`config.mk`:
```
export PLATFORM = sky130hd
export DESIGN_NAME = tty_write_controller
export DESIGN_NICKNAME = d
export VERILOG_FILES = /design/src/rtl/tty_write_controller.sv
export SDC_FILE = /design/constraint.sdc
export NUM_CORES = 1
export LEC_CHECK = 0
export CAP_MARGIN = 10
export CORE_UTILIZATION = 52
export DETAILED_ROUTE_END_ITERATION = 8
export PLACE_DENSITY_LB_ADDON = 0.3
export SLEW_MARGIN = 20
export SYNTH_ARGS = -nofsm -noshare
export SYNTH_HDL_FRONTEND = slang
export SYNTH_SLANG_ARGS = --single-unit
```
`constraint.sdc`:
```
create_clock -name clk -period 2.3 [get_ports clk]
set_input_delay 0.23 -clock clk [delete_from_list [all_inputs] [get_ports clk]]
set_output_delay 0.23 -clock clk [all_outputs]
set_load 0.005 [all_outputs]
```
`src/rtl/tty_write_controller.sv`:
```
// Terminal-style writer for the character buffer: prints bytes, handles CR/LF/BS/TAB/FF,
// and sequences screen and line clears. Define TTY_AUTOWRAP_EN to wrap at the last column.
module tty_write_controller #(
  parameter int         CHAR_HORZ_CNT = 16,
  parameter int         CHAR_VERT_CNT = 2,
  parameter int         CHAR_HORZ_W   = $clog2(CHAR_HORZ_CNT),
  parameter int         CHAR_VERT_W   = $clog2(CHAR_VERT_CNT),
  parameter logic [7:0] CLEAR_SYMBOL  = 8'h20,
  parameter int         TAB_STOP      = 8
) (
  input  logic                   clk,
  input  logic                   rst,
  input  logic                   in_valid,
  input  logic [7:0]             in_data,
  output logic                   in_ready,
  output logic [CHAR_HORZ_W-1:0] char_hpos,
  output logic [CHAR_VERT_W-1:0] char_vpos,
  output logic                   char_write_en,
  output logic [7:0]             char_symbol,
  output logic                   cursor_valid,
  output logic [CHAR_HORZ_W-1:0] cursor_hpos,
  output logic [CHAR_VERT_W-1:0] cursor_vpos
);

  typedef enum logic [1:0] {SCREEN_CLR, LINE_CLR, IDLE} state_t;

  localparam logic [CHAR_HORZ_W-1:0] H_LAST = CHAR_HORZ_W'(CHAR_HORZ_CNT - 1);
  localparam logic [CHAR_VERT_W-1:0] V_LAST = CHAR_VERT_W'(CHAR_VERT_CNT - 1);
  localparam logic [CHAR_HORZ_W-1:0] H_ONE  = CHAR_HORZ_W'(1);
  localparam logic [CHAR_VERT_W-1:0] V_ONE  = CHAR_VERT_W'(1);

  state_t                 r_state, w_state_next;
  logic [CHAR_HORZ_W-1:0] r_sweep_h, w_sweep_h;
  logic [CHAR_VERT_W-1:0] r_sweep_v, w_sweep_v;
  logic                   r_wr_en, w_wr_en;
  logic [CHAR_HORZ_W-1:0] r_wr_h, w_wr_h;
  logic [CHAR_VERT_W-1:0] r_wr_v, w_wr_v;
  logic [7:0]             r_wr_sym, w_wr_sym;
  logic                   r_cur_valid, w_cur_valid;
  logic [CHAR_HORZ_W-1:0] r_cur_h, w_cur_h;
  logic [CHAR_VERT_W-1:0] r_cur_v, w_cur_v;

  logic                   w_accept;
  logic                   w_is_print;
  logic                   w_at_end;
  logic                   w_wrap;
  logic                   w_tab_ovf;
  logic                   w_row_adv;
  logic                   w_sweep_done;
  logic [CHAR_VERT_W-1:0] w_cur_v_inc;
  logic [31:0]            w_tab_sum;

  assign w_accept     = in_valid && (r_state == IDLE);
  assign w_is_print   = (in_data >= 8'h20) && (in_data <= 8'h7E);
  assign w_at_end     = (r_cur_h == H_LAST);
  assign w_cur_v_inc  = (r_cur_v == V_LAST) ? '0 : r_cur_v + V_ONE;
  assign w_tab_sum    = (32'(r_cur_h) | 32'(TAB_STOP - 1)) + 32'd1;
  assign w_tab_ovf    = (w_tab_sum >= 32'(CHAR_HORZ_CNT));
  assign w_sweep_done = (r_sweep_h == H_LAST) && (r_sweep_v == V_LAST);

`ifdef TTY_AUTOWRAP_EN
  assign w_wrap = w_accept && w_is_print && w_at_end;
`else
  assign w_wrap = 1'b0;
`endif

  assign w_row_adv = w_wrap ||
                     (w_accept && (in_data == 8'h0A)) ||
                     (w_accept && (in_data == 8'h09) && w_tab_ovf);

  always_ff @(posedge clk or posedge rst) begin
    if (rst) r_state <= SCREEN_CLR;
    else     r_state <= w_state_next;
  end

  always_comb begin
    w_state_next = r_state;
    unique case (r_state)
      SCREEN_CLR: if (w_sweep_done) w_state_next = IDLE;
      LINE_CLR:   if (r_sweep_h == H_LAST) w_state_next = IDLE;
      IDLE: begin
        if (w_accept && (in_data == 8'h0C)) w_state_next = SCREEN_CLR;
        else if (w_row_adv)                 w_state_next = LINE_CLR;
      end
      default:    w_state_next = SCREEN_CLR;
    endcase
  end

  always_comb begin
    w_sweep_h   = r_sweep_h;
    w_sweep_v   = r_sweep_v;
    w_wr_en     = 1'b0;
    w_wr_h      = r_wr_h;
    w_wr_v      = r_wr_v;
    w_wr_sym    = r_wr_sym;
    w_cur_valid = r_cur_valid;
    w_cur_h     = r_cur_h;
    w_cur_v     = r_cur_v;
    unique case (r_state)
      SCREEN_CLR: begin
        w_wr_en  = 1'b1;
        w_wr_h   = r_sweep_h;
        w_wr_v   = r_sweep_v;
        w_wr_sym = CLEAR_SYMBOL;
        if (r_sweep_h == H_LAST) begin
          w_sweep_h = '0;
          w_sweep_v = (r_sweep_v == V_LAST) ? '0 : r_sweep_v + V_ONE;
        end else begin
          w_sweep_h = r_sweep_h + H_ONE;
        end
        if (w_sweep_done) begin
          w_cur_valid = 1'b1;
          w_cur_h     = '0;
          w_cur_v     = '0;
        end
      end
      LINE_CLR: begin
        // Cursor row was already advanced on the accepting edge.
        w_wr_en   = 1'b1;
        w_wr_h    = r_sweep_h;
        w_wr_v    = r_cur_v;
        w_wr_sym  = CLEAR_SYMBOL;
        w_sweep_h = (r_sweep_h == H_LAST) ? '0 : r_sweep_h + H_ONE;
      end
      IDLE: begin
        if (w_accept) begin
          w_sweep_h = '0;
          w_sweep_v = '0;
          if (w_is_print) begin
            w_wr_en  = 1'b1;
            w_wr_h   = r_cur_h;
            w_wr_v   = r_cur_v;
            w_wr_sym = in_data;
            if (w_wrap) begin
              w_cur_h = '0;
              w_cur_v = w_cur_v_inc;
            end else if (!w_at_end) begin
              w_cur_h = r_cur_h + H_ONE;
            end
          end else begin
            case (in_data)
              8'h0D: w_cur_h = '0;
              8'h0A: begin
                w_cur_h = '0;
                w_cur_v = w_cur_v_inc;
              end
              8'h08: begin
                if (r_cur_h != '0) begin
                  w_wr_en  = 1'b1;
                  w_wr_h   = r_cur_h - H_ONE;
                  w_wr_v   = r_cur_v;
                  w_wr_sym = CLEAR_SYMBOL;
                  w_cur_h  = r_cur_h - H_ONE;
                end
              end
              8'h09: begin
                if (w_tab_ovf) begin
                  w_cur_h = '0;
                  w_cur_v = w_cur_v_inc;
                end else begin
                  w_cur_h = w_tab_sum[CHAR_HORZ_W-1:0];
                end
              end
              8'h0C: begin
                w_cur_valid = 1'b0;
                w_cur_h     = '0;
                w_cur_v     = '0;
              end
              default: ;
            endcase
          end
        end
      end
      default: ;
    endcase
  end

  always_ff @(posedge clk or posedge rst) begin
    if (rst) begin
      r_sweep_h   <= '0;
      r_sweep_v   <= '0;
      r_wr_en     <= 1'b0;
      r_wr_h      <= '0;
      r_wr_v      <= '0;
      r_wr_sym    <= 8'h00;
      r_cur_valid <= 1'b0;
      r_cur_h     <= '0;
      r_cur_v     <= '0;
    end else begin
      r_sweep_h   <= w_sweep_h;
      r_sweep_v   <= w_sweep_v;
      r_wr_en     <= w_wr_en;
      r_wr_h      <= w_wr_h;
      r_wr_v      <= w_wr_v;
      r_wr_sym    <= w_wr_sym;
      r_cur_valid <= w_cur_valid;
      r_cur_h     <= w_cur_h;
      r_cur_v     <= w_cur_v;
    end
  end

  assign in_ready      = (r_state == IDLE);
  assign char_hpos     = r_wr_h;
  assign char_vpos     = r_wr_v;
  assign char_write_en = r_wr_en;
  assign char_symbol   = r_wr_sym;
  assign cursor_valid  = r_cur_valid;
  assign cursor_hpos   = r_cur_h;
  assign cursor_vpos   = r_cur_v;

endmodule
```
==> impl_metrics.py <==
metrics = {
    "placement": {
        "place_area_sq_um": 2170,
        "place_ws_ns": -0.0596,
        "io_buffers": 31,
        "gp_congestion": 0.881,
        "hpwl_um": 3190,
    },
    "worst_setup_path": {
        "path_class": "register to register",
        "worstPathMaxFanout": 6,
        "start_kind": "register",
        "cp_data_required_time_ns": 2.59,
        "crit_path_end_kind": "register",
        "arrival_ns": 2.46,
    },
    "clock_tree": {
        "h-tree-depth": 1,
        "clk_latency_ns": 0.35,
        "post_cts_buffers": 0,
        "holdBufCountCts": 0,
        "clock-sinks": 27,
        "cts_root_buf": "clkbuf_4",
        "cts_buffer_depth": 2,
        "cts-resized-gates": 0,
        "cts_tree": "yes",
        "cts.reportedPaths.clkPinSlew_ns": 0.16,
        "numCtsBuffers": 3,
    },
    "global_route": {
        "grtUsageTotal": 0.263,
        "antenna_found_initial": 0,
        "grt_max_degree": 28,
        "grt_pass1_wl_um": 6970,
        "gr-total-overflow": 0,
        "grt_pass1_vias": 1519,
    },
    "cells_and_area": {
        "fin_nets": 246,
        "drive_gt1_frac": 0.167,
        "syn_to_final_growth_pct": 27.5,
        "diodes": 0,
        "design_area_sq_um": 2200,
    },
    "floorplan": {
        "start_util": 0.556,
        "coreArea_sq_um": 3100,
        "pin_count": 32,
        "rows": 20,
        "die_h_um": 59.6,
        "die_x_um": 59.6,
        "die-area_sq_um": 3560,
    },
    "sta": {
        "rsz0062_at_grt": "no",
        "max_freq_mhz": 461,
        "fin_crit_ns": 2.17,
        "relSlewSlack": 0.725,
        "worst_pin_slew_ns": 0.408,
        "hold_viol": 0,
        "drv_slew": 0,
        "clock_skew_ns": 0.0127,
        "setup_tns_ns": 0,
        "setup_viol": 0,
        "whs_ns": 0.215,
        "finalCritPeriodShare": 0.944,
        "fin_ws_ns": 0.129,
    },
    "power_and_ir_drop": {
        "ir_drop_mv": 0.631,
        "p_leak_nw": 0.960,
        "powerDensity_nw_per_um2": 1030,
    },
    "hold_path": {
        "hold_class": "primary input to async pin",
    },
    "synthesis": {
        "synth_cells": 184,
        "synthDominantCellAreaShare": 0.391,
        "ys_warn_count": 0,
        "synthTopCellsByArea": "dfrtp_1 (39%), ha_1 (5.1%), mux2_2 (3.9%)",
        "synth_nets": 202,
        "synth-seq-area-share": 0.391,
        "synth_edf_count": 0,
        "syn_avg_cell_area_sq_um": 9.38,
        "synth_top_cell_by_area": "dfrtp_1",
        "netlist-cell-type-count": 54,
        "yosysMostFrequentCell": "dfrtp_1",
        "synth_top_flop_cell": "dfrtp_1",
        "synthArstFlopShare": 1.00,
        "synthTopCellsByCount": "dfrtp_1 (27), inv_1 (17), o21ai_0 (13)",
        "synth_seq_cells": 27,
        "netlist_area_sq_um": 1730,
    },
    "route": {
        "drc": 0,
        "antenna_left": 0,
        "wl_per_cell_um": 15.8,
        "drt_wl_total_um": 4290,
        "num_vias": 1579,
        "drtIter0Drc": 157,
        "dr.pass1.iters": 5,
        "via_per_inst": 5.83,
    },
    "job": {
        "drv_cap": 0,
    },
    "run_status": {
        "status": "finished, final reports clean",
    },
}
layer usage:
layer	up-vias	GRT usage	wire length [um]
met5	-	0	0
met4	0	0.0864	89
met3	13	0.0371	223
met2	59	0.433	2040
met1	756	0.355	1940
li1	751	-	-
sequential cells by signal, indices dropped and copies added (netlist names):
signal	flops
r_state	2
char_write_en	1
cursor_vpos	1
char_hpos	4
r_sweep_v	1
cursor_hpos	4
cursor_valid	1
r_sweep_h	4
char_symbol	8
char_vpos	1
worst max-delay path, cell delays in order (launching register included):
cell and delay (ns):
dfrtp_1 0.42, inv_1 0.09, ha_1 0.25, nor2b_1 0.17, a211o_1 0.37, a31o_1 0.25
or4_1 0.49, o21ai_1 0.09
stage by stage:
step | std cells | utilization | total power (W)
2_1_floorplan | 184 | - | 0.00155
3_3_place_gp | 267 | 0.700 | 0.00200
3_5_place_dp | 267 | 0.700 | 0.00203
4_1_cts | 271 | 0.709 | 0.00226
5_1_grt | 271 | 0.709 | 0.00243
6_report | 271 | 0.709 | 0.00226
cell families after synthesis:
logic type,synth area share
AO/OA/AOI/OAI,0.180
XOR/XNOR,0.0101
adder cells (fa/ha/maj),0.0507
buffers and inverters,0.0725
flip-flops,0.391
multiplexers,0.0768
AND/OR/NAND/NOR,0.219
report_power, final:
group	internal [W]	total [W]	switching, W
sequential	0.000626	0.000780	0.000154
clock	0.0000657	0.000221	0.000156
combinational	0.000673	0.00126	0.000591
area by class of cell:
cell class,instances,area (sq um)
well taps,44,55.1
fillers,274,902
repair buffers,50,453
multi-input cells,129,926
clock inverters,1,5.00
flip-flops and latches,27,676
clock buffers,3,22.5
inverters,17,63.8
layout by cell type (no fill, tap or decap), types with 4 or more instances in the layout:
master,Yosys,layout
a21oi_1,5,5
nand4_1,9,9
clkdlybuf4s50_1,0,31
nand2_1,9,9
inv_1,17,17
ha_1,7,7
buf_4,1,19
nor2_1,12,12
dfrtp_1,27,27
nor2b_1,4,4
nand3_1,6,6
mux2_2,6,6
mux2i_1,5,5
o21ai_0,13,13
path summary, 6_finish.rpt:
kind	slack, ns	cells past startpoint	endpoint	from
max in group asynchronous	1.82	3	cursor_valid	rst
min in group clk	0.53	1	char_symbol[5]	char_symbol[5]
setup reg to reg	0.13	7	cursor_hpos[0]	r_state[0]
hold / removal	0.21	3	r_sweep_h[0]	rst
hold reg to reg	0.53	1	char_symbol[5]	char_symbol[5]
setup / recovery	0.13	7	cursor_hpos[0]	r_state[0]
(Power assumes the default switching activity.)
